--- src/rtl/i2s_tx.sv ---
// I2S transmitter: clk_in-derived bclk, word select and MSB-first serial data
// with a one-entry holding register. Define I2S_TX_UNDERRUN_CNT_EN to add underrun_cnt.
module i2s_tx #(
  parameter int unsigned BCLK_DIV     = 2,
  parameter int unsigned SAMPLE_WIDTH = 16
) (
  input  logic                    clk_in,
  input  logic                    rst_n,
  input  logic [SAMPLE_WIDTH-1:0] sample_l,
  input  logic [SAMPLE_WIDTH-1:0] sample_r,
  input  logic                    sample_valid,
  output logic                    sample_ready,
  output logic                    bclk,
  output logic                    lrclk,
  output logic                    sdata,
  output logic                    underrun
`ifdef I2S_TX_UNDERRUN_CNT_EN
  ,
  output logic [15:0]             underrun_cnt
`endif
);

  localparam int unsigned   FW       = 2 * SAMPLE_WIDTH;
  localparam int unsigned   BW       = $clog2(FW);
  localparam logic [7:0]    DIV_LAST = 8'(BCLK_DIV - 1);
  localparam logic [BW-1:0] BIT_LAST = BW'(FW - 1);
  localparam logic [BW-1:0] BIT_HALF = BW'(SAMPLE_WIDTH);

  logic [7:0]    r_div_cnt;
  logic          r_bclk;
  logic          r_lrclk;
  logic          r_sdata;
  logic [BW-1:0] r_bit_cnt;
  logic          r_hold_full;
  logic [FW-1:0] r_hold;
  logic [FW-1:0] r_frame;
  logic          r_underrun;

  logic          w_tc;
  logic          w_fall;
  logic          w_latch;
  logic          w_hs;
  logic          w_starve;
  logic [BW-1:0] w_bit_nxt;
  logic [FW-1:0] w_pair;

  always_comb begin
    w_tc      = (r_div_cnt == DIV_LAST);
    w_fall    = w_tc && r_bclk;
    w_latch   = w_fall && (r_bit_cnt == BIT_LAST);
    w_hs      = sample_valid && !r_hold_full;
    w_starve  = w_latch && !r_hold_full && !w_hs;
    w_bit_nxt = w_latch ? '0 : r_bit_cnt + 1'b1;
    w_pair    = {sample_l, sample_r};
  end

  // r_frame shifts left once per non-latch fall, so after the last bit of a
  // frame its MSB holds the previous right LSB that the latch slot sends.
  always_ff @(posedge clk_in) begin
    if (!rst_n) begin
      r_div_cnt   <= '0;
      r_bclk      <= 1'b1;
      r_lrclk     <= 1'b1;
      r_sdata     <= 1'b0;
      r_bit_cnt   <= BIT_LAST;
      r_hold_full <= 1'b0;
      r_hold      <= '0;
      r_frame     <= '0;
      r_underrun  <= 1'b0;
    end else begin
      r_underrun <= 1'b0;

      if (w_tc) begin
        r_div_cnt <= '0;
        r_bclk    <= ~r_bclk;
      end else begin
        r_div_cnt <= r_div_cnt + 8'd1;
      end

      if (w_fall) begin
        r_bit_cnt <= w_bit_nxt;
        r_lrclk   <= (w_bit_nxt >= BIT_HALF);
        r_sdata   <= r_frame[FW-1];
        if (w_latch) begin
          if (r_hold_full) begin
            r_frame <= r_hold;
          end else if (w_hs) begin
            r_frame <= w_pair;
          end else begin
            r_frame    <= '0;
            r_underrun <= 1'b1;
          end
        end else begin
          r_frame <= {r_frame[FW-2:0], 1'b0};
        end
      end

      if (w_latch && r_hold_full) begin
        r_hold_full <= 1'b0;
      end else if (w_hs && !w_latch) begin
        r_hold      <= w_pair;
        r_hold_full <= 1'b1;
      end
    end
  end

  always_comb begin
    sample_ready = !r_hold_full;
    bclk         = r_bclk;
    lrclk        = r_lrclk;
    sdata        = r_sdata;
    underrun     = r_underrun;
  end

`ifdef I2S_TX_UNDERRUN_CNT_EN
  logic [15:0] r_underrun_cnt;

  always_ff @(posedge clk_in) begin
    if (!rst_n) begin
      r_underrun_cnt <= '0;
    end else if (w_starve && (r_underrun_cnt != 16'hFFFF)) begin
      r_underrun_cnt <= r_underrun_cnt + 16'd1;
    end
  end

  always_comb underrun_cnt = r_underrun_cnt;
`endif

endmodule
--- config.mk ---
export PLATFORM = sky130hd
export DESIGN_NAME = i2s_tx
export DESIGN_NICKNAME = d
export VERILOG_FILES = /design/src/rtl/i2s_tx.sv
export SDC_FILE = /design/constraint.sdc
export NUM_CORES = 1
export LEC_CHECK = 0
export ABC_AREA = 1
export CAP_MARGIN = 20
export CORE_MARGIN = 2
export CORE_UTILIZATION = 28
export CTS_CLUSTER_DIAMETER = 60
export DETAILED_ROUTE_END_ITERATION = 10
export PLACE_DENSITY = 0.48
export SLEW_MARGIN = 20
export SYNTH_ARGS = -nofsm -noshare
export SYNTH_HDL_FRONTEND = slang
export SYNTH_SLANG_ARGS = --single-unit
--- constraint.sdc ---
create_clock -name clk_in -period 1.73 [get_ports clk_in]
set_input_delay 0.519 -clock clk_in [delete_from_list [all_inputs] [get_ports clk_in]]
set_output_delay 0.519 -clock clk_in [all_outputs]
set_load 0.005 [all_outputs]
==> qor.yml, run 1 <==
clock_sinks: 81
slew_headroom_pct: 67.0
vias_per_cell: 4.56
post-place-ws_ps: -160
numPortBuffers: 39
finalClockSkew_ps: 6.41
dp_hpwl_um: 6360
antenna_found_initial: 0
holdWs_ps: 479
grt_usage_pct: 13.4
period_share_pct: 98.0
crit_type: "flip-flop to output port"
setup.worst_path.end_class: "output port"
status: "finished, final reports clean"
critical_path_required_ps: 1210
totalWireLength_um: 9800
tightest_slew_ps: 491
max-vdd-ir-drop_mv: 0.626
hp-class: "flip-flop to flip-flop"
diodes: 0
drtIter0Drc: 232
yosysMostFrequentCell: "nor2_1"
setup_violations: 0
rows: 43
syn_area_per_cell_um2: 6.59
ioPinCount: 40
synthTopCellsByArea: "dfxtp_1 (41%), nor2_1 (12%), nand2_1 (9.5%)"
gp_congestion: 0.730
slowest_stage: "clkdlybuf4s50_1"
fp.dieH_um: 122
syn_area_mm2: 0.00392
slowest_delay_ps: 500
vias: 3701
dr.pass1.iters: 4
worst-path-buf-inv: 1
grt_pass1_wl_um: 16000
cts_setup_buffers: 0
core_mm2: 0.0138
path_cells: "clkdlybuf4s50_1"
synth.distinct_cells: 29
clock_path_buffers: 2
initial_utilization_pct: 28.4
fp.dieW_um: 122
power_density_mw_per_mm2: 1320
crit_family: "buffers and inverters"
seq_area_frac_synth_pct: 41.4
rsz0062_at_grt: "false"
worstSkewPairLatency_ps: 340
clk_pin_slew_ps: 60
fin_ws_ps: 34.6
synth_top_area_share_pct: 41.4
slew_violations: 0
fmax_ghz: 0.590
die-area_mm2: 0.0149
cp_max_fo: 2
cts_tree: "yes"
async_flop_share_pct: 0
yosysWarnings: 0
syn2layout_area_growth_pct: 28.1
synth-edff-count: 0
drc_errors: 0
ys_top_cells_by_count: "nor2_1 (120), nand2_1 (99), dfxtp_1 (81)"
final_antenna_net_count: 0
grt_max_degree: 45
fin_crit_ps: 1700
cts_buffers: 9
grt-ovfl-total: 0
leakagePower_nw: 2.19
maxCapViolCount: 0
fin_nets: 666
synth_ff_type: "dfxtp_1"
cp_data_arrival_time_ps: 1180
cts_root_buf: "clkbuf_16"
syn-num-nets: 633
hold_buffers: 0
grt_pass1_vias: 3352
synth_top_cell_by_area: "dfxtp_1"
ys_seq_elements: 81
hold_viol: 0
final_layout_size_suffix_gt1_share_pct: 9.18
syn_inst: 594
critPathLaunchType: "flip-flop"
wire_per_inst_um: 12.1
htree_num_levels: 3
## state kept, by name (all words and copies together) (netlist names)
name         flops
bclk             1
sdata            1
r_frame         32
lrclk            1
r_div_cnt        8
underrun         1
r_bit_cnt        4
r_hold_full      1
r_hold          32
## kinds of logic (layout without fill, tap and decap cells)
logic type	count (synthesis)	count (layout)	share of synthesized area, %
and+or+nand+nor	272	272	28.4
AOI/OAI and AO/OA	135	135	17.3
buffers and inverters	98	136	10.6
DFF	81	81	41.4
adders and majority gates	4	4	1.28
xor gates and xnor gates	3	3	0.671
muxes	1	1	0.256
## power breakdown
group	leakage, nW	internal, W	switching, W
clock	0.186	0.00163	0.000768
sequential	0.666	0.00216	0.000160
combinational	1.33	0.000790	0.00112
## repair_timing
item / 4_1_cts / 5_1_grt
pin swaps: 0 / 1
endpoints found under the setup margin: 3 / 55
gates resized for setup: 4 / 11
## area by class of cell
class	count	area (um2)
Clock buffer	11	253
Clock inverter	5	125
Fill cell	1461	8760
Inverter	56	210
Multi-Input combinational cell	415	1920
Sequential cell	81	1630
Tap cell	180	225
Timing Repair Buffer	64	661
## worst min-delay path, cell delays in order (launching register included)
cell,delay (ps)
dfxtp_1,320
a21oi_1,40
nor2_1,80
## cell usage in the layout, fill, tap and decap left out, types with 7 or more instances in the layout
cell type        count
o21ai_1              7
a21oi_1             64
nor2_1             120
nand3_1             39
clkdlybuf4s50_1     35
inv_1               52
o21ai_0             59
dfxtp_1             77
clkbuf_16            9
buf_4               18
nand2_1             99
buf_12               7
## final timing paths
check	start	end	slack, ps	cells after the start
setup reg to reg	r_bit_cnt[1]$_SDFFE_PN1N_	r_frame[2]$_SDFFE_PN0N_	140	9
hold reg to reg	r_hold[29]$_SDFFE_PN0P_	r_hold[29]$_SDFFE_PN0P_	480	2
setup / recovery	bclk$_SDFFE_PN1N_	bclk	30	1
hold / removal	r_hold[29]$_SDFFE_PN0P_	r_hold[29]$_SDFFE_PN0P_	480	2
## stage by stage
stage	area, um2	utilization, %	power, W	setup TNS [ps]	std cells
floorplan	3920	-	0.00364	0	594
global placement	4600	33.4	0.00420	-3530	796
detailed placement	4600	33.4	0.00424	-4340	796
CTS	4970	36.1	0.00665	0	812
global route	5020	36.4	0.00705	0	812
finish	5020	36.4	0.00663	0	812
## per-layer routing
metal,global-route usage [%],share of wire [%],vias to the layer above
met4,5.24,1.3,0
met2,23.1,47,31
met3,2.14,2.5,8
met1,16.8,49,1697
met5,0,0,-
li1,-,-,1965
(Power assumes the default switching activity.)
==> run 2, diff against run 1 <==
--- a/config.mk
+++ b/config.mk
@@ -16,3 +16,4 @@
 export SYNTH_ARGS = -nofsm -noshare
 export SYNTH_HDL_FRONTEND = slang
 export SYNTH_SLANG_ARGS = --single-unit
+export TNS_END_PERCENT = 100
==> results of run 2 <==
The final DEF is identical to that of run 1; final timing and power are the same.
==> run 3, diff against run 2 <==
--- a/config.mk
+++ b/config.mk
@@ -11,6 +11,7 @@
 export CORE_UTILIZATION = 28
 export CTS_CLUSTER_DIAMETER = 60
 export DETAILED_ROUTE_END_ITERATION = 10
+export HOLD_SLACK_MARGIN = 0.15
 export PLACE_DENSITY = 0.48
 export SLEW_MARGIN = 20
 export SYNTH_ARGS = -nofsm -noshare
==> results of run 3 <==
The final DEF is identical to that of run 1; final timing and power are the same.
